--- config.mk ---
export PLATFORM = sky130hd
export DESIGN_NAME = fetch_buffer_unit
export DESIGN_NICKNAME = d
export VERILOG_FILES = /design/src/rtl/fetch_pkg.sv /design/src/rtl/sync_fifo.sv /design/src/rtl/fetch_buffer_unit.sv
export SDC_FILE = /design/constraint.sdc
export NUM_CORES = 1
export LEC_CHECK = 0
export BUFFER_PORTS_ARGS = -buffer_cell sky130_fd_sc_hd__buf_4
export CAP_MARGIN = 20
export CORE_AREA = 3 3 183 185
export CTS_BUF_LIST = sky130_fd_sc_hd__clkbuf_4 sky130_fd_sc_hd__clkbuf_8
export CTS_CLUSTER_SIZE = 40
export DETAILED_ROUTE_END_ITERATION = 7
export DIE_AREA = 0 0 186 188
export PLACE_DENSITY = 0.81
export SLEW_MARGIN = 20
export SYNTH_ARGS = -nofsm -noshare
export SYNTH_HDL_FRONTEND = slang
export SYNTH_SLANG_ARGS = --single-unit
--- constraint.sdc ---
create_clock -name clk -period 3.9 [get_ports clk]
set_input_delay 1.17 -clock clk [delete_from_list [all_inputs] [get_ports clk]]
set_output_delay 1.17 -clock clk [all_outputs]
set_load 0.02 [all_outputs]
--- src/rtl/fetch_pkg.sv ---
// Shared constants and helpers for the instruction-fetch front end.
package fetch_pkg;

   localparam logic [31:0] FETCH_RESET_PC = 32'h0000_0000;
   localparam logic [31:0] FETCH_NOP      = 32'h0000_0013;

   // Occupancy-style counters must hold 0..depth inclusive.
   function automatic int cnt_width(input int depth);
      return $clog2(depth) + 1;
   endfunction

endpackage

--- src/rtl/sync_fifo.sv ---
// Single-clock FIFO with flush; used both as the pc tag FIFO and as the fetch queue.
module sync_fifo
   import fetch_pkg::*;
#(
   parameter int WIDTH = 32,
   parameter int DEPTH = 4
) (
   input  logic                          clk,
   input  logic                          rst_n,
   input  logic                          flush,
   input  logic                          push,
   input  logic [WIDTH-1:0]              push_data,
   input  logic                          pop,
   output logic [WIDTH-1:0]              pop_data,
   output logic [cnt_width(DEPTH)-1:0]   count
);

   localparam int AW = $clog2(DEPTH);
   localparam int CW = cnt_width(DEPTH);

   logic [WIDTH-1:0] mem [DEPTH];
   logic [AW-1:0]    wr_ptr;
   logic [AW-1:0]    rd_ptr;
   logic             full;
   logic             empty;
   logic             do_push;
   logic             do_pop;

   assign full  = (count == CW'(DEPTH));
   assign empty = (count == '0);

   // A pop on an empty FIFO is ignored; a push into a full FIFO needs a pop in the same cycle.
   assign do_pop  = pop && !empty;
   assign do_push = push && (!full || do_pop);

   function automatic logic [AW-1:0] ptr_next(input logic [AW-1:0] ptr);
      return (ptr == AW'(DEPTH - 1)) ? '0 : ptr + AW'(1);
   endfunction

   // NOTE: sequential state uses non-blocking assignments so every flop samples pre-edge values.
   always_ff @(posedge clk or negedge rst_n) begin
      if (!rst_n) begin
         wr_ptr <= '0;
         rd_ptr <= '0;
         count  <= '0;
      end else if (flush) begin
         wr_ptr <= '0;
         rd_ptr <= '0;
         count  <= '0;
      end else begin
         if (do_push) wr_ptr <= ptr_next(wr_ptr);
         if (do_pop)  rd_ptr <= ptr_next(rd_ptr);
         count <= count + CW'(do_push) - CW'(do_pop);
      end
   end

   // NOTE: storage has no reset; validity is tracked by count, so stale contents are never used.
   always_ff @(posedge clk) begin
      if (do_push && !flush) mem[wr_ptr] <= push_data;
   end

   assign pop_data = mem[rd_ptr];

endmodule

--- src/rtl/fetch_buffer_unit.sv ---
// Instruction-fetch front end: PC, credit-limited in-order memory requests,
// a fetch queue toward decode, and redirect with discard of stale responses.
module fetch_buffer_unit
   import fetch_pkg::*;
#(
   parameter int               WIDTH    = 32,
   parameter int               DEPTH    = 4,
   parameter logic [WIDTH-1:0] RESET_PC = WIDTH'(FETCH_RESET_PC)
) (
   input  logic             clk,
   input  logic             rst_n,
   input  logic             redirect_valid,
   input  logic [WIDTH-1:0] redirect_pc,
   output logic             imem_req_valid,
   output logic [WIDTH-1:0] imem_req_addr,
   input  logic             imem_req_ready,
   input  logic             imem_rsp_valid,
   input  logic [WIDTH-1:0] imem_rsp_data,
   output logic             out_valid,
   output logic [WIDTH-1:0] out_pc,
   output logic [WIDTH-1:0] out_pcplus4,
   output logic [WIDTH-1:0] out_instr,
   input  logic             out_ready
);

   localparam int CW = cnt_width(DEPTH);

   logic [WIDTH-1:0]   fetch_pc;
   logic [CW-1:0]      occ;
   logic [CW-1:0]      outst;
   logic [CW-1:0]      drop;
   logic [CW-1:0]      drop_next;
   logic [CW:0]        credit_used;
   logic [WIDTH-1:0]   tag_pc;
   logic [2*WIDTH-1:0] head;
   logic [WIDTH-1:0]   head_pc;
   logic [WIDTH-1:0]   head_instr;
   logic [WIDTH-1:0]   redirect_aligned;
   logic               tag_full;
   logic               req_fire;
   logic               rsp_fire;
   logic               q_push;
   logic               out_fire;

   assign redirect_aligned = redirect_pc & ~WIDTH'(3);

   // Slots already claimed: queued entries plus responses still expected to be kept.
   assign credit_used = {1'b0, occ} + {1'b0, outst} - {1'b0, drop};

   // The tag FIFO is also bounded, since discarded responses still hold their tag until they return.
   assign tag_full = (outst == CW'(DEPTH));

   assign imem_req_valid = rst_n && !redirect_valid && !tag_full &&
                           (credit_used < (CW + 1)'(DEPTH));
   assign imem_req_addr  = fetch_pc;
   assign req_fire       = imem_req_valid && imem_req_ready;

   // Responses with nothing outstanding are protocol errors and are ignored.
   assign rsp_fire = imem_rsp_valid && (outst != '0);
   assign q_push   = rsp_fire && (drop == '0) && !redirect_valid;

   assign out_valid = (occ != '0);
   assign out_fire  = out_valid && out_ready;

   // NOTE: every combinational output gets a default first, so no path can infer a latch.
   always_comb begin
      drop_next = drop;
      if (redirect_valid) begin
         drop_next = outst - CW'(rsp_fire);
      end else if (rsp_fire && (drop != '0)) begin
         drop_next = drop - CW'(1);
      end
   end

   always_ff @(posedge clk or negedge rst_n) begin
      if (!rst_n) begin
         fetch_pc <= RESET_PC;
         drop     <= '0;
      end else begin
         drop <= drop_next;
         if (redirect_valid) begin
            fetch_pc <= redirect_aligned;
         end else if (req_fire) begin
            fetch_pc <= fetch_pc + WIDTH'(4);
         end
      end
   end

   // Tags are never flushed: every pending response, kept or discarded, still pops its own tag.
   sync_fifo #(
      .WIDTH (WIDTH),
      .DEPTH (DEPTH)
   ) u_tag_fifo (
      .clk       (clk),
      .rst_n     (rst_n),
      .flush     (1'b0),
      .push      (req_fire),
      .push_data (fetch_pc),
      .pop       (rsp_fire),
      .pop_data  (tag_pc),
      .count     (outst)
   );

   sync_fifo #(
      .WIDTH (2 * WIDTH),
      .DEPTH (DEPTH)
   ) u_fetch_queue (
      .clk       (clk),
      .rst_n     (rst_n),
      .flush     (redirect_valid),
      .push      (q_push),
      .push_data ({tag_pc, imem_rsp_data}),
      .pop       (out_fire),
      .pop_data  (head),
      .count     (occ)
   );

   assign head_pc    = head[2*WIDTH-1:WIDTH];
   assign head_instr = head[WIDTH-1:0];

   // Outputs read zero while empty so reset never exposes uninitialised storage.
   assign out_pc      = out_valid ? head_pc : '0;
   assign out_pcplus4 = out_valid ? head_pc + WIDTH'(4) : '0;
   assign out_instr   = out_valid ? head_instr : '0;

endmodule

---- Word level (Yosys, flattened, before mapping) ----
Memory sizes are Yosys's and may differ from the RTL's.
Cells that the tools add are included.
W data, S select, Z words.
storage, ports and cells
  register bits ........................... 49
  bits in writable memories ............... 384
  input bits .............................. 70
  output and inout port bits .............. 130
  word-level logic and storage cells ...... 82
  memories kept ........................... 2
memory list
  memory             words  width  rd ports  clocked after Yosys merged registers in  write ports  line             source
  u_fetch_queue.mem  4      64     1         0                                        1            sync_fifo.sv:21  logic [WIDTH-1:0] mem [DEPTH];
  u_tag_fifo.mem     4      32     1         0                                        1            sync_fifo.sv:21
operators by class
  $add $sub $neg .......................... 14
  $lt $le $gt $ge ......................... 1
  eq/ne operators ......................... 6
  mux-type cells .......................... 20
  reductions and logical operators ........ 31
operators by type and width
  cell                     count
  $mux W32                 5
  $add A32 B3 Y32 const B  2
  $mux W2                  8
  $logic_and A1 B1 Y1      14
  $logic_not A3 Y1         3
  $mux W3                  3
  $reduce_bool A3 Y1       3
  $sub A3 B1 Y3            3
  $add A2 B1 Y2 const B    4
  $eq A2 B2 Y1 const B     4
  $reduce_bool A2 Y1       4
  $add A3 B1 Y3            2
  $eq A3 B3 Y1 const B     2
  $logic_not A1 Y1         5
  $add A3 B3 Y4            1
  $lt A4 B3 Y1 const B     1
  $mux W1                  4
  $sub A4 B3 Y4            1
  $sub A3 B1 Y3 const B    1
  $logic_or A1 B1 Y1       2

---- Longest topological paths before layout ----
Gate-level depths: netlist of run 1.
  depth after elaboration ................. 8
  depth in mapped cells ................... 13

---- Modules after synthesis ----
From an unflattened synthesis of run 1, not the netlist that was laid out.
unflattened totals
  cells, all modules ...................... 1,055
  area, all modules ....................... 18,396.4 µm²
by module, submodules not included
  module                     times used  cells an instance  area each (µm²)  sequential area each (µm²)
  sync_fifo (u_fetch_queue)  1           379                9,660.5          7,862.5
  sync_fifo (u_tag_fifo)     1           212                5,119.9          4,018.9
  fetch_buffer_unit          1           464                3,616.0          825.8

---- Least setup slack after synthesis of run 1 ----
OpenSTA, ideal clock, no wires.
  path type ............................... input to register
  start ................................... in redirect_valid
  end ..................................... mem u_fetch_queue.mem[2][0] (netlist bit) (enable)
  arrival ................................. 3,639 ps
  required time ........................... 3,474 ps
  slack ................................... -166 ps
  cell stages on the path ................. 3
  buffers on the path ..................... 1
  path through ............................ clkbuf_1 -> nor4_1 -> and2_1
on the way
  cells in the longest elaborated chain, start to end .. 6
RTL lines
  item                             line                                      source
  start, declared                  fetch_buffer_unit.sv:12                   input logic redirect_valid,
  $logic_not A1 Y1 *               sync_fifo.sv:59, fetch_buffer_unit.sv:60
  $logic_and A1 B1 Y1              fetch_buffer_unit.sv:60                   assign q_push = rsp_fire && (drop == '0) && !redirect_valid;
  $logic_and A1 B1 Y1              sync_fifo.sv:34                           assign do_push = push && (!full || do_pop);
  $logic_and A1 B1 Y1 *            sync_fifo.sv:59                           if (do_push && !flush) mem[wr_ptr] <= push_data;
  $mux W1 *                        sync_fifo.sv:59
  $mux W1 (implied by the code) *  sync_fifo.sv:59
  end, declared                    sync_fifo.sv:21
Mark *: on every way between the ends. The rest lies on a longest branch, timed or not.

---- Worst setup path in the final report of run 1 ----
  start ................................... reg u_fetch_queue.rd_ptr[0]
  end ..................................... out out_pcplus4[16]
on the way
  cells in the longest elaborated chain, start to end .. 3
RTL lines
  item                    line                      source
  start, declared         sync_fifo.sv:23           logic [AW-1:0] rd_ptr;
  start signal, assigned  sync_fifo.sv:52           if (do_pop) rd_ptr <= ptr_next(rd_ptr);
  $mem_v2 Z4 W64          --
  $add A32 B3 Y32         fetch_buffer_unit.sv:123  assign out_pcplus4 = out_valid ? head_pc + WIDTH'(4) : '0;
  $mux W32                fetch_buffer_unit.sv:123
  end, declared           fetch_buffer_unit.sv:21   output logic [WIDTH-1:0] out_pcplus4,
Every way passes these cells.

==> tab_implementation.tex, run 1 <==
\begin{tabular}{lr}
\hline
Metric & Value \\
\hline
\multicolumn{2}{l}{\textbf{Cells and area}} \\
Number of diodes & 0 \\
Number of nets at the end of the flow & roughly 1.4k \\
Count of fill cells added during filler insertion & approximately 2.1k \\
Layout cell share with drive strength beyond 1 & between 30 and 40\% \\
Final core occ & around two thirds \\
Layout-stage area growth over the synthesis result & 23.3\% \\
\multicolumn{2}{l}{\textbf{GRT}} \\
Number of antenna violations at the first check in global routing & 0 \\
First-pass GRT wire length & around 57,000 um \\
Most Used Layer, Global Route & met2 \\
Met1 usage in global routing & about 29\% \\
Global-route congestion overflow total & 0 \\
Global-route met2 utilization & approximately 33\% \\
Total Routing Usage GR & between 20\% and 30\% \\
Pin count of the biggest net entering global routing & 63 \\
Global-route track usage on met3 & under 10\% \\
Vias in the first global route & 10.2k \\
\multicolumn{2}{l}{\textbf{Timing}} \\
Highest clock frequency the design can meet & around 240 MHz \\
Clock period minus final worst setup slack & approximately 4.2 ns \\
Setup repair after global routing missed its margin & yes \\
Slew Viols, Final & 0 \\
Final period utilization & 107\% \\
Worst path setup slack after routing & -0.265 ns \\
Number of endpoints with negative hold slack in the final report & 0 \\
Tightest slew margin relative to the limit & between 40\% and 50\% \\
Pin slew with the least headroom to its limit & 0.799 ns \\
Setup-violating endpoint count in the final report & 23 \\
Largest clock skew in the final design & $\sim$0.033 ns \\
\multicolumn{2}{l}{\textbf{Status}} \\
Status & finished with violations \\
Violated checks & negative setup slack \\
\multicolumn{2}{l}{\textbf{Critical path}} \\
Reg2Reg Capture Point & imem\_req\_addr[24] \\
Cell count along the critical path & 11 \\
Crit path kind & reg2out \\
CP Data Arrival Time & 3.00 ns \\
Worst setup startpoint & u\_fetch\_queue.rd\_ptr[0] \\
FF-to-FF Start & u\_fetch\_queue.count[1] \\
Capture point of the worst path & out\_pcplus4[16] \\
Worst endpoint required time & between 2 and 3 ns \\
Ordered list of cells on the worst path & buf\_12 -> buf\_12 -> mux4\_2 -> nand4\_1 -> buf\_4 -> nor3\_4 -> buf\_12 -> nand4\_1 -> xor2\_1 -> nor2\_1 -> buf\_4 \\
Crit Path Max Fanout & 9 \\
Critical Path Most Common Cell & sky130\_fd\_sc\_hd\_\_buf\_12 \\
Cell count of the worst reg-to-reg path & 11 \\
Cell with the biggest individual delay on the critical path & sky130\_fd\_sc\_hd\_\_dfrtp\_4 \\
Total buffers and inverters traversed by the critical path & 5 \\
Slowest cell delay on critical path & roughly 0.50 ns \\
CP top delay family & buffers and inverters \\
R2R Setup Slk & approximately 0.47 ns \\
Worst Setup Start Kind & flop \\
Kind of end point of the critical path & primary output \\
\multicolumn{2}{l}{\textbf{Floorplan}} \\
Placeable core region & approximately 0.032 mm2 \\
Initial core utilization & 54.2\% \\
IO Count & 200 \\
Std cell rows & 66 \\
Die Outline Area & around 0.035 mm2 \\
Die height & 188 um \\
Horizontal extent of the die & 186 um \\
\multicolumn{2}{l}{\textbf{CTS}} \\
Clock transition at the registers of the reported paths & about 0.06 ns \\
CTS tree & built \\
Sink count of the clock tree & 415 \\
Skew-Pair Late Insertion Delay & 0.58 ns \\
Total CTS buffers & 67 \\
Max Buffers Root-to-Sink & 3 \\
Quantity of hold-fixing buffers added after cts & 0 \\
Number of H-tree branching levels & 3 \\
Clock root buffer & sky130\_fd\_sc\_hd\_\_clkbuf\_8 \\
\multicolumn{2}{l}{\textbf{Logic synthesis}} \\
Proportion of register bits with asynchronous set or reset after synthesis & approximately 11\% \\
Area share of xor/xnor cells in the synthesized design & around 2.7\% \\
Fraction of synthesized cell area taken by the top area cell type & a little over three fifths \\
Dominant combinational cell family by area after synthesis & multiplexers \\
Share of the synthesized area in compound gates (AO/OA/AOI/OAI) & 1.73\% \\
Post-Synthesis Cells & 1,001 \\
EDFF count, synth & around 370 \\
Area of the mapped netlist & about 0.017 mm2 \\
Most used flip-flop cell after synthesis & sky130\_fd\_sc\_hd\_\_edfxtp\_1 \\
Mean post-synth cell area & about 17 um2 \\
Netlist cell types & 52 \\
Dominant cells by area after synthesis & sky130\_fd\_sc\_hd\_\_edfxtp\_1, sky130\_fd\_sc\_hd\_\_mux4\_2, sky130\_fd\_sc\_hd\_\_dfrtp\_1, sky130\_fd\_sc\_hd\_\_and2\_1, sky130\_fd\_sc\_hd\_\_xor2\_1 \\
Proportion of synthesized chip area in sequential cells & between 70\% and 80\% \\
Cell taking the most area after synthesis & sky130\_fd\_sc\_hd\_\_edfxtp\_1 \\
Share of cell area taken by muxes after synthesis & between 10\% and 20\% \\
Flip-flop and latch count after synthesis & roughly 420 \\
Synthesized-area fraction occupied by adder cells & 2.11\% \\
Basic-gate share of the synthesized area counting and, or, nand and nor cells & 8.39\% \\
Total number of yosys warnings & 0 \\
\multicolumn{2}{l}{\textbf{Power}} \\
Cell Pwr Density & about 650 mW/mm2 \\
Lkg Pwr & 0.00775 uW \\
Worst vdd ir & between 0.4 and 0.5 mV \\
\multicolumn{2}{l}{\textbf{Drt}} \\
Detailed router's first-iteration violation count & between 600 and 700 \\
Remaining number of nets flagged by the antenna check after routing & 0 \\
Final wirelength & 37,400 um \\
Number of vias in the routed layout & between 9k and 10k \\
Routed wire per std cell & approximately 21 um \\
Number of remaining DRC errors & 0 \\
Count of TritonRoute iterations in the first routing pass & 5 \\
Number of vias per cell after detailed routing & approximately 5.6 \\
\multicolumn{2}{l}{\textbf{Worst hold path}} \\
Path class of the lowest-slack min-delay path & in2async \\
\multicolumn{2}{l}{\textbf{Place}} \\
Gp weighted congestion & 0.808 \\
Worst slack after detailed placement & between 0.02 and 0.025 ns \\
DPL Wire Length & 23,200 um \\
Port buffer count & $\sim$190 \\
\multicolumn{2}{l}{\textbf{Flow run}} \\
Number of maximum-capacitance constraint violations & 0 \\
\hline
\end{tabular}
[area by class of cell]
| type | instances | area, um2 | area share (%) |
|---|---|---|---|
| tap | 408 | 510 | 2.37 |
| timing repair buffer | 280 | 2330 | 10.8 |
| inverter | 34 | 128 | 0.593 |
| clock inverter | 28 | 139 | 0.645 |
| clock buffer | 92 | 1150 | 5.33 |
| multi-input combinational | 506 | 5040 | 23.4 |
| sequential | 415 | 12200 | 56.8 |
[worst min-delay path by stage]
stage,end,slack (ns),cells after the start
2_1_floorplan,u_fetch_queue.count[2],0.55,2
3_3_place_gp,u_fetch_queue.wr_ptr[0],0.58,3
3_5_place_dp,u_tag_fifo.mem[2][17],0.60,0
4_1_cts,imem_req_addr[5],0.43,1
5_1_grt,u_tag_fifo.wr_ptr[1],0.43,1
6_report,imem_req_addr[14],0.45,1
[cell usage after synthesis, drive strengths merged, types with 4 or more instances]
cell	count
o21a	4
mux2	14
buf	26
edfxtp	368
o31ai	4
a21oi	8
or3	7
dfrtp	47
fa	4
xnor2	20
o21ai	17
mux4	91
nor3	18
and3	4
and4	5
nor2	42
nor4	16
nor2b	7
nand4	16
nand2	47
and2	70
nand3	25
clkbuf	25
xor2	33
ha	23
inv	34
[through the flow]
stage	area, um2	hold WS, ns	cells	setup TNS, ns	total power, uW
after global routing	21500	0.429	1763	-7.47	14800
final	21500	0.450	1763	-4.48	14100
after detailed placement	19500	0.598	1587	0	10300
after CTS	21200	0.427	1737	-1.92	14000
after global placement	19500	0.576	1587	0	10200
after floorplan	17500	0.552	1006	0	8560
[cells by family (layout without fill, tap and decap cells)]
group	after synthesis	after routing
simple gates	268	268
flops	415	415
other cells	1	6
compound gates	44	44
xor+xnor	53	53
mux	108	108
fa+ha+maj	27	27
buf+inv	85	434
[what timing repair did]
item,CTS,global route
pin swaps,7,23
setup buffers,30,28
setup endpoints to repair,42,45
gates resized for setup,36,24
[registers in the layout, summed over array words and instances (netlist names)]
signal	cells
drop	3
imem_req_addr	30
u_fetch_queue.count	3
u_fetch_queue.mem	248
u_fetch_queue.rd_ptr	2
u_fetch_queue.wr_ptr	2
u_tag_fifo.count	3
u_tag_fifo.mem	120
u_tag_fifo.rd_ptr	2
u_tag_fifo.wr_ptr	2
[worst register-to-register path, cell delays in order (launching register included)]
cell and delay, ns:
sky130_fd_sc_hd__dfrtp_1 0.36, sky130_fd_sc_hd__inv_2 0.07, sky130_fd_sc_hd__fa_1 0.53, sky130_fd_sc_hd__inv_1 0.04, sky130_fd_sc_hd__ha_1 0.28, sky130_fd_sc_hd__and3b_4 0.22
sky130_fd_sc_hd__o41ai_4 0.25, sky130_fd_sc_hd__o31ai_2 0.14, sky130_fd_sc_hd__buf_4 0.22, sky130_fd_sc_hd__or4_1 0.70, sky130_fd_sc_hd__o21a_1 0.23, sky130_fd_sc_hd__o31a_1 0.27
[layer usage]
metal | up-vias | routed length (um)
met5 | - | 0
met4 | 0 | 1060
met3 | 70 | 2930
met2 | 389 | 17900
met1 | 5024 | 15400
li1 | 4472 | -
[power by group]
group	switching (uW)	total [uW]	internal [uW]	leakage, uW
combinational	2730	4930	2200	0.00319
sequential	312	5600	5290	0.00388
clock	1640	3560	1910	0.000681
total	4690	14100	9400	0.00775
[layout by cell type (no fill, tap or decap), types with 32 or more instances in the layout]
| cell type | synthesis | final |
|---|---|---|
| sky130_fd_sc_hd__edfxtp_1 | 368 | 368 |
| sky130_fd_sc_hd__buf_4 | 10 | 255 |
| sky130_fd_sc_hd__mux4_2 | 91 | 91 |
| sky130_fd_sc_hd__clkbuf_8 | 0 | 73 |
| sky130_fd_sc_hd__and2_1 | 69 | 65 |
| sky130_fd_sc_hd__dfrtp_1 | 47 | 43 |
| sky130_fd_sc_hd__nor2_1 | 42 | 42 |
| sky130_fd_sc_hd__nand2_1 | 47 | 42 |
| sky130_fd_sc_hd__xor2_1 | 33 | 33 |
| sky130_fd_sc_hd__inv_1 | 34 | 32 |
(Power assumes the default switching activity.)
==> run 2, diff against run 1 <==
--- a/config.mk
+++ b/config.mk
@@ -5,13 +5,13 @@
 export SDC_FILE = /design/constraint.sdc
 export NUM_CORES = 1
 export LEC_CHECK = 0
-export BUFFER_PORTS_ARGS = -buffer_cell sky130_fd_sc_hd__buf_4
-export CAP_MARGIN = 20
-export CORE_AREA = 3 3 183 185
+export CAP_MARGIN = 15
+export CORE_AREA = 3 3 175 177
 export CTS_BUF_LIST = sky130_fd_sc_hd__clkbuf_4 sky130_fd_sc_hd__clkbuf_8
 export CTS_CLUSTER_SIZE = 40
 export DETAILED_ROUTE_END_ITERATION = 7
-export DIE_AREA = 0 0 186 188
+export DIE_AREA = 0 0 178 180
+export DONT_BUFFER_PORTS = 1
 export PLACE_DENSITY = 0.81
 export SLEW_MARGIN = 20
 export SYNTH_ARGS = -nofsm -noshare
==> tab_implementation.tex, run 2 (same netlist as run 1, synthesis figures left out) <==
\begin{tabular}{lr}
\hline
Metric & Value \\
\hline
\multicolumn{2}{l}{\textbf{Status}} \\
Status & finished with violations \\
Violated checks & negative setup slack \\
\multicolumn{2}{l}{\textbf{Timing}} \\
Setup repair after global routing missed its margin & yes \\
Pin slew with the least headroom to its limit & 0.821 ns (+0.0216 ns) \\
Number of endpoints with negative hold slack in the final report & 0 (unchanged) \\
Minimum hold slack & 0.298 ns (-0.152 ns) \\
Tightest slew margin relative to the limit & 44.8\% (-1.4 points) \\
Largest clock skew in the final design & 0.0389 ns (+0.00613 ns) \\
Final period utilization & 106\% (-1.2 points) \\
Slew Viols, Final & 0 (unchanged) \\
Final sum of negative setup slack & -2.86 ns (+1.61 ns) \\
Clock period minus final worst setup slack & 4.12 ns (-0.0457 ns) \\
Highest clock frequency the design can meet & 243 MHz (+1.1\%) \\
Setup-violating endpoint count in the final report & 19 (-17\%) \\
Worst path setup slack after routing & -0.220 ns (+0.0457 ns) \\
\multicolumn{2}{l}{\textbf{CTS}} \\
Clock root buffer & sky130\_fd\_sc\_hd\_\_clkbuf\_8 \\
Clock transition at the registers of the reported paths & 0.06 ns (about the same) \\
Total CTS buffers & 68 (+1.5\%) \\
Max Buffers Root-to-Sink & 3 (unchanged) \\
Quantity of hold-fixing buffers added after cts & 0 (unchanged) \\
CTS tree & built \\
Sink count of the clock tree & 415 (unchanged) \\
Number of H-tree branching levels & 3 (unchanged) \\
Skew-Pair Late Insertion Delay & 0.59 ns (about the same) \\
\multicolumn{2}{l}{\textbf{Floorplan}} \\
Die Outline Area & 0.0320 mm2 (-8.4\%) \\
Placeable core region & 0.0294 mm2 (-8.7\%) \\
Std cell rows & 63 (-4.5\%) \\
Initial core utilization & 59.4\% (+5.2 points) \\
Horizontal extent of the die & 178 um (-4.3\%) \\
Die height & 180 um (-4.3\%) \\
IO Count & 200 (unchanged) \\
\multicolumn{2}{l}{\textbf{GRT}} \\
Pin count of the biggest net entering global routing & 64 (+1.6\%) \\
First-pass GRT wire length & 53,900 um (-4.7\%) \\
Global-route congestion overflow total & 0 (unchanged) \\
Number of antenna violations at the first check in global routing & 0 (unchanged) \\
Total Routing Usage GR & 21.7\% (+0.63 points) \\
Vias in the first global route & 9,646 (-5.1\%) \\
\multicolumn{2}{l}{\textbf{Worst hold path}} \\
Path class of the lowest-slack min-delay path & in2async \\
\multicolumn{2}{l}{\textbf{Critical path}} \\
Crit Path Max Fanout & 9 (unchanged) \\
Worst endpoint required time & 2.73 ns (about the same) \\
Worst Setup Start Kind & flop \\
CP Data Arrival Time & 2.95 ns (-0.05 ns) \\
Crit path kind & reg2out \\
Kind of end point of the critical path & primary output \\
\multicolumn{2}{l}{\textbf{Drt}} \\
Remaining number of nets flagged by the antenna check after routing & 0 (unchanged) \\
Number of remaining DRC errors & 0 (unchanged) \\
Routed wire per std cell & 22.3 um (+5.4\%) \\
Number of vias in the routed layout & 9,287 (-6.7\%) \\
Final wirelength & 35,000 um (-6.3\%) \\
Detailed router's first-iteration violation count & 701 (+5.7\%) \\
Count of TritonRoute iterations in the first routing pass & 4 (-1) \\
Number of vias per cell after detailed routing & 5.93 (+5.0\%) \\
\multicolumn{2}{l}{\textbf{Cells and area}} \\
Layout-stage area growth over the synthesis result & 15.5\% \\
Most flops, register & u\_fetch\_queue.mem \\
Commonest cells after routing, fill and taps aside & sky130\_fd\_sc\_hd\_\_edfxtp\_1, sky130\_fd\_sc\_hd\_\_mux4\_2, sky130\_fd\_sc\_hd\_\_buf\_4 \\
Count of fill cells added during filler insertion & 1,838 (-11\%) \\
Most common cell after layout, fill and taps aside & sky130\_fd\_sc\_hd\_\_edfxtp\_1 \\
Flip-flop count of the largest register after layout & 248 (unchanged) \\
Area of the multi-input gates & 0.00501 mm2 (-0.50\%) \\
Sequential cell area & 0.0122 mm2 (about the same) \\
Layout cell share with drive strength beyond 1 & 30.3\% (-9.0 points) \\
Number of diodes & 0 (unchanged) \\
Number of nets at the end of the flow & 1,226 (-12\%) \\
\multicolumn{2}{l}{\textbf{Power}} \\
Cell Pwr Density & 662 mW/mm2 (+1.2\%) \\
Lkg Pwr & 0.00686 uW (-11\%) \\
Worst vdd ir & 0.519 mV (+26\%) \\
\multicolumn{2}{l}{\textbf{Place}} \\
DPL Wire Length & 21,900 um (-5.3\%) \\
Port buffer count & 0 (-100\%) \\
Gp weighted congestion & 0.806 (-0.24\%) \\
\multicolumn{2}{l}{\textbf{Flow run}} \\
Number of maximum-capacitance constraint violations & 0 (unchanged) \\
\hline
\end{tabular}
## run 2: changes by cell type in the layout (fill, tap and decap cells not counted), moves of 3 or more
cell,change
sky130_fd_sc_hd__buf_4,-175
sky130_fd_sc_hd__clkbuf_4,+3
sky130_fd_sc_hd__clkinv_1,-4
sky130_fd_sc_hd__buf_12,-4
sky130_fd_sc_hd__clkbuf_8,-3
## run 2: worst max-delay path: stages, from the launching register on
cell and delay [ns]:
sky130_fd_sc_hd__dfrtp_4 0.45, sky130_fd_sc_hd__buf_8 0.17, sky130_fd_sc_hd__mux4_2 0.59, sky130_fd_sc_hd__ha_4 0.21
sky130_fd_sc_hd__nand2_4 0.10, sky130_fd_sc_hd__nor3_4 0.06, sky130_fd_sc_hd__buf_6 0.12, sky130_fd_sc_hd__buf_12 0.12
sky130_fd_sc_hd__buf_4 0.13, sky130_fd_sc_hd__nand2_2 0.06, sky130_fd_sc_hd__xor2_1 0.14, sky130_fd_sc_hd__nor2_1 0.05
sky130_fd_sc_hd__buf_4 0.17
## run 2: per-layer routing
layer / up-vias / global-route usage (%) / wire, um
met5: - / 0 / 0
li1: 4129 / - / -
met3: 59 / 6.55 / 3240
met4: 0 / 7.04 / 785
met2: 368 / 34.5 / 17100
met1: 4731 / 29.0 / 13900
## run 2: cell type report
cell class              instances  area share, %
clock inverters                26          0.856
multi-input cells             506           24.9
flip-flops and latches        415           60.7
inverters                      34          0.633
clock buffers                  92           5.60
well taps                     390           2.42
repair buffers                104           4.95
## run 2: metrics by stage
step	std cells	total power, uW	instance area (um2)	util, %	worst slack, ns
after floorplan	1006	8560	17500	-	0.0610
after global placement	1400	9460	18200	62.0	0.0291
after detailed placement	1400	9570	18200	62.0	0.0293
after CTS	1539	13300	19800	67.4	-0.177
after global routing	1567	14000	20200	68.6	-0.351
final	1567	13400	20200	68.6	-0.220
## run 2: power by group
part / switching [uW] / internal, uW / total [uW]
clock network: 1630 / 1960 / 3600
registers: 331 / 5290 / 5620
logic: 2500 / 1640 / 4140
## run 2: final timing paths
| kind | startpoint | endpoint | slack [ns] | cells past startpoint |
|---|---|---|---|---|
| max in group asynchronous | rst_n | drop[2] | 3.50 | 0 |
| max | u_fetch_queue.rd_ptr[0] | out_pcplus4[14] | -0.22 | 12 |
| min | rst_n | u_fetch_queue.wr_ptr[0] | 0.30 | 0 |
| min reg2reg | u_tag_fifo.wr_ptr[0] | u_tag_fifo.wr_ptr[0] | 0.62 | 3 |
| max reg2reg | u_fetch_queue.count[1] | imem_req_addr[22] | 0.44 | 11 |
| min in group clk | u_tag_fifo.wr_ptr[0] | u_tag_fifo.wr_ptr[0] | 0.62 | 3 |
## run 2: timing repair
item,4_1_cts,5_1_grt
setup endpoints to repair,48,47
buffers inserted,21,28
gates resized for setup,27,24
hold endpoints to repair,0,0
cloned,0,2
pin swaps,8,20
==> run 3, diff against run 2 <==
--- a/config.mk
+++ b/config.mk
@@ -5,12 +5,13 @@
 export SDC_FILE = /design/constraint.sdc
 export NUM_CORES = 1
 export LEC_CHECK = 0
+export ABC_AREA = 1
 export CAP_MARGIN = 15
-export CORE_AREA = 3 3 175 177
+export CORE_AREA = 3 3 183 185
 export CTS_BUF_LIST = sky130_fd_sc_hd__clkbuf_4 sky130_fd_sc_hd__clkbuf_8
 export CTS_CLUSTER_SIZE = 40
 export DETAILED_ROUTE_END_ITERATION = 7
-export DIE_AREA = 0 0 178 180
+export DIE_AREA = 0 0 186 188
 export DONT_BUFFER_PORTS = 1
 export PLACE_DENSITY = 0.81
 export SLEW_MARGIN = 20
==> tab_implementation.tex, run 3 <==
\begin{tabular}{lr}
\hline
Metric & Value \\
\hline
\multicolumn{2}{l}{\textbf{Place}} \\
Gp weighted congestion & 0.897 (+11\%) \\
Port buffer count & 0 (unchanged) \\
DPL Wire Length & 27,700 um (+26\%) \\
Area after detailed placement & 0.0198 mm2 (+8.5\%) \\
\multicolumn{2}{l}{\textbf{Critical path}} \\
Cell with the biggest individual delay on the critical path & sky130\_fd\_sc\_hd\_\_dfrtp\_4 \\
Worst setup startpoint & u\_fetch\_queue.rd\_ptr[0] \\
Worst Setup Start Kind & flop \\
Ordered list of cells on the worst path & buf\_12 -> buf\_12 -> buf\_12 -> nand2\_1 -> nand3\_1 -> nand2\_2 -> nor2\_2 -> nand2\_2 -> nor2\_4 -> o21ai\_0 -> nor2\_1 -> buf\_4 \\
CP Data Arrival Time & 2.78 ns (-0.17 ns) \\
Worst endpoint required time & 2.73 ns (about the same) \\
Crit Path Max Fanout & 8 (-1) \\
Slowest cell delay on critical path & 0.44 ns (-0.15 ns) \\
FF-to-FF Start & u\_fetch\_queue.count[1] \\
Kind of end point of the critical path & primary output \\
Critical Path Most Common Cell & sky130\_fd\_sc\_hd\_\_buf\_12 \\
Crit path kind & reg2out \\
\multicolumn{2}{l}{\textbf{Power}} \\
Sw Share & 40.9\% (+7.4 points) \\
Sequential share of power & 36.8\% (-5.3 points) \\
Share of power burned in combinational logic & 39.4\% (+8.4 points) \\
Clock network fraction of design power & 23.8\% (-3.1 points) \\
Worst vdd ir & 0.429 mV (-17\%) \\
Design internal power & 9690 uW (+9.0\%) \\
Power, Total & 16,400 uW (+23\%) \\
Cell Pwr Density & 738 mW/mm2 (+11\%) \\
Switch Pwr & 6700 uW (+50\%) \\
Lkg Pwr & 0.00862 uW (+26\%) \\
\multicolumn{2}{l}{\textbf{CTS}} \\
Number of H-tree branching levels & 3 (unchanged) \\
Clock root buffer & sky130\_fd\_sc\_hd\_\_clkbuf\_8 \\
CTS tree & built \\
Quantity of hold-fixing buffers added after cts & 0 (unchanged) \\
Skew-Pair Late Insertion Delay & 0.59 ns (about the same) \\
Total CTS buffers & 68 (unchanged) \\
Clock transition at the registers of the reported paths & 0.06 ns (about the same) \\
Max Buffers Root-to-Sink & 3 (unchanged) \\
Sink count of the clock tree & 415 (unchanged) \\
\multicolumn{2}{l}{\textbf{Logic synthesis}} \\
Synth cell count leaders & sky130\_fd\_sc\_hd\_\_nand2\_1, sky130\_fd\_sc\_hd\_\_edfxtp\_1, sky130\_fd\_sc\_hd\_\_nor2\_1 \\
Fraction of synthesized cell area taken by the top area cell type & 57.9\% (-5.4 points) \\
Most used flip-flop cell after synthesis & sky130\_fd\_sc\_hd\_\_edfxtp\_1 \\
Post-Synthesis Cells & 1,931 (+93\%) \\
Mean post-synth cell area & 9.88 um2 (-43\%) \\
Netlist cell types & 39 (-25\%) \\
EDFF count, synth & 368 (unchanged) \\
Proportion of synthesized chip area in sequential cells & 64.1\% (-6.0 points) \\
Proportion of register bits with asynchronous set or reset after synthesis & 11.3\% (unchanged) \\
Total number of yosys warnings & 0 (unchanged) \\
Dominant cells by area after synthesis & sky130\_fd\_sc\_hd\_\_edfxtp\_1, sky130\_fd\_sc\_hd\_\_nand2\_1, sky130\_fd\_sc\_hd\_\_nor2\_1, sky130\_fd\_sc\_hd\_\_dfrtp\_1, sky130\_fd\_sc\_hd\_\_o21ai\_0 \\
Area of the mapped netlist & 0.0191 mm2 (+9.3\%) \\
Flip-flop and latch count after synthesis & 415 (unchanged) \\
Cell taking the most area after synthesis & sky130\_fd\_sc\_hd\_\_edfxtp\_1 \\
Dominant cell by count in the synthesized netlist & sky130\_fd\_sc\_hd\_\_nand2\_1 \\
\multicolumn{2}{l}{\textbf{Drt}} \\
Count of TritonRoute iterations in the first routing pass & 5 (+1) \\
Number of remaining DRC errors & 0 (unchanged) \\
Routed wire per std cell & 18.9 um (-15\%) \\
Remaining number of nets flagged by the antenna check after routing & 0 (unchanged) \\
Final wirelength & 46,900 um (+34\%) \\
Detailed router's first-iteration violation count & 1,493 (+110\%) \\
Number of vias in the routed layout & 14.5k (+56\%) \\
Number of vias per cell after detailed routing & 5.84 (-1.4\%) \\
\multicolumn{2}{l}{\textbf{Timing}} \\
Slew Viols, Final & 0 (unchanged) \\
Pin slew with the least headroom to its limit & 0.903 ns (+0.0821 ns) \\
Tightest slew margin relative to the limit & 39.7\% (-5.1 points) \\
Number of endpoints with negative hold slack in the final report & 0 (unchanged) \\
Highest clock frequency the design can meet & 253 MHz (+4.2\%) \\
Clock period minus final worst setup slack & 3.95 ns (-0.166 ns) \\
Final sum of negative setup slack & -0.0540 ns (+2.81 ns) \\
Final period utilization & 101\% (-4.2 points) \\
Setup-violating endpoint count in the final report & 1 (-18) \\
Minimum hold slack & 0.273 ns (-0.0250 ns) \\
Setup repair after global routing missed its margin & yes \\
Largest clock skew in the final design & 0.0335 ns (-0.00531 ns) \\
Worst path setup slack after routing & -0.0540 ns (+0.166 ns) \\
\multicolumn{2}{l}{\textbf{Worst hold path}} \\
Path class of the lowest-slack min-delay path & in2async \\
\multicolumn{2}{l}{\textbf{Floorplan}} \\
IO Count & 200 (unchanged) \\
Horizontal extent of the die & 186 um (+4.5\%) \\
Die height & 188 um (+4.4\%) \\
Placeable core region & 0.0322 mm2 (+9.5\%) \\
Initial core utilization & 59.3\% (-0.13 points) \\
Die Outline Area & 0.0350 mm2 (+9.1\%) \\
Std cell rows & 66 (+4.8\%) \\
\multicolumn{2}{l}{\textbf{Cells and area}} \\
Number of diodes & 0 (unchanged) \\
Most flops, register & u\_fetch\_queue.mem \\
Layout-stage area growth over the synthesis result & 16.4\% \\
Layout cell share with drive strength beyond 1 & 17.3\% (-13 points) \\
Commonest cells after routing, fill and taps aside & sky130\_fd\_sc\_hd\_\_nand2\_1, sky130\_fd\_sc\_hd\_\_edfxtp\_1, sky130\_fd\_sc\_hd\_\_nor2\_1 \\
Number of nets at the end of the flow & 2,117 (+73\%) \\
Count of fill cells added during filler insertion & 2,175 (+18\%) \\
Flip-flop count of the largest register after layout & 248 (unchanged) \\
Final standard cell area without fillers & 0.0222 mm2 (+10\%) \\
Most common cell after layout, fill and taps aside & sky130\_fd\_sc\_hd\_\_nand2\_1 \\
\multicolumn{2}{l}{\textbf{GRT}} \\
Global-route congestion overflow total & 0 (unchanged) \\
Number of antenna violations at the first check in global routing & 0 (unchanged) \\
Total Routing Usage GR & 24.9\% (+3.2 points) \\
Pin count of the biggest net entering global routing & 73 (+14\%) \\
Vias in the first global route & 13.8k (+43\%) \\
First-pass GRT wire length & 68,800 um (+28\%) \\
\multicolumn{2}{l}{\textbf{Status}} \\
Violated checks & negative setup slack \\
Status & finished with violations \\
\multicolumn{2}{l}{\textbf{Flow run}} \\
Number of maximum-capacitance constraint violations & 0 (unchanged) \\
\hline
\end{tabular}
run 3: changes by cell type after synthesis, sizes merged, moves of 17 or more:
| cell | previous run | this run |
|---|---|---|
| inv | 34 | 96 |
| o21ai | 17 | 167 |
| mux4 | 91 | 0 |
| xor2 | 33 | 6 |
| nand2 | 47 | 492 |
| nor2 | 42 | 343 |
| and2 | 70 | 1 |
| nand3 | 25 | 143 |
| a21oi | 8 | 68 |
| xnor2 | 20 | 3 |
| o22ai | 0 | 30 |
| buf | 26 | 56 |
run 3: per-stage QoR:
step | setup WS, ns | util [%] | cells
after CTS | -0.00524 | 66.6 | 2455
after detailed placement | 0.264 | 61.4 | 2316
final | -0.0540 | 69.0 | 2482
after floorplan | -0.833 | - | 1936
after global placement | 0.364 | 61.4 | 2316
after global routing | -0.137 | 69.0 | 2482
run 3: logic make-up after synthesis:
| family | Yosys count | share of synthesized area [%] |
|---|---|---|
| fa+ha+maj | 27 | 1.93 |
| buf+inv | 195 | 4.54 |
| other cells | 1 | 0.0196 |
| simple gates | 1005 | 21.3 |
| xor+xnor | 9 | 0.413 |
| flops | 415 | 64.1 |
| compound gates | 279 | 7.72 |
run 3: layout make-up:
type | count | area, um2 | share of cell area, %
Tap cell | 408 | 510 | 2.30
Clock inverter | 36 | 304 | 1.37
Inverter | 98 | 397 | 1.79
Timing Repair Buffer | 108 | 1130 | 5.11
Clock buffer | 88 | 1110 | 5.00
Sequential cell | 415 | 12200 | 55.1
Multi-Input combinational cell | 1326 | 6470 | 29.2
Timing Repair inverter | 3 | 45.0 | 0.203
run 3: worst max-delay path: cells and delay by family (launching register included):
family / cells / cell delay [ns]
AOI/OAI and AO/OA: 1 / 0.12
buffers and inverters: 4 / 0.65
DFF: 1 / 0.44
and+or+nand+nor: 7 / 0.98
run 3: path summary, 6_finish.rpt:
path,end,slack [ns],cells after the start
max,out_pcplus4[16],-0.05,12
min,imem_req_addr[30],0.27,0
max reg2reg,u_tag_fifo.count[2],0.44,14
min reg2reg,u_fetch_queue.wr_ptr[1],0.57,1
max in group asynchronous,u_fetch_queue.wr_ptr[0],3.52,0
min in group clk,u_fetch_queue.wr_ptr[1],0.57,1
run 3: metal layers:
metal	routed length, um	up-vias	part of all wire [%]	global-route usage [%]
li1	-	6751	-	-
met1	17900	6783	38	32.0
met2	22400	829	48	39.8
met3	4970	135	11	6.13
met4	1580	0	3.4	11.8
met5	0	-	0	0
run 3: power by group through the flow:
stage,sequential (uW),combinational (uW),clock [uW]
6_report,6030,6460,3900
5_1_grt,6070,7030,4150
4_1_cts,6020,5780,3960
3_5_place_dp,6120,5500,0
3_3_place_gp,6090,5300,0
2_1_floorplan,5960,4010,0
run 3: what timing repair did:
action                                  in CTS  in global routing
pin swaps                                   11                 54
gates cloned                                 3                  6
gates resized for setup                     35                141
buffers inserted                            12                 21
endpoints found under the setup margin      46                 26
endpoints found under the hold margin        0                  0
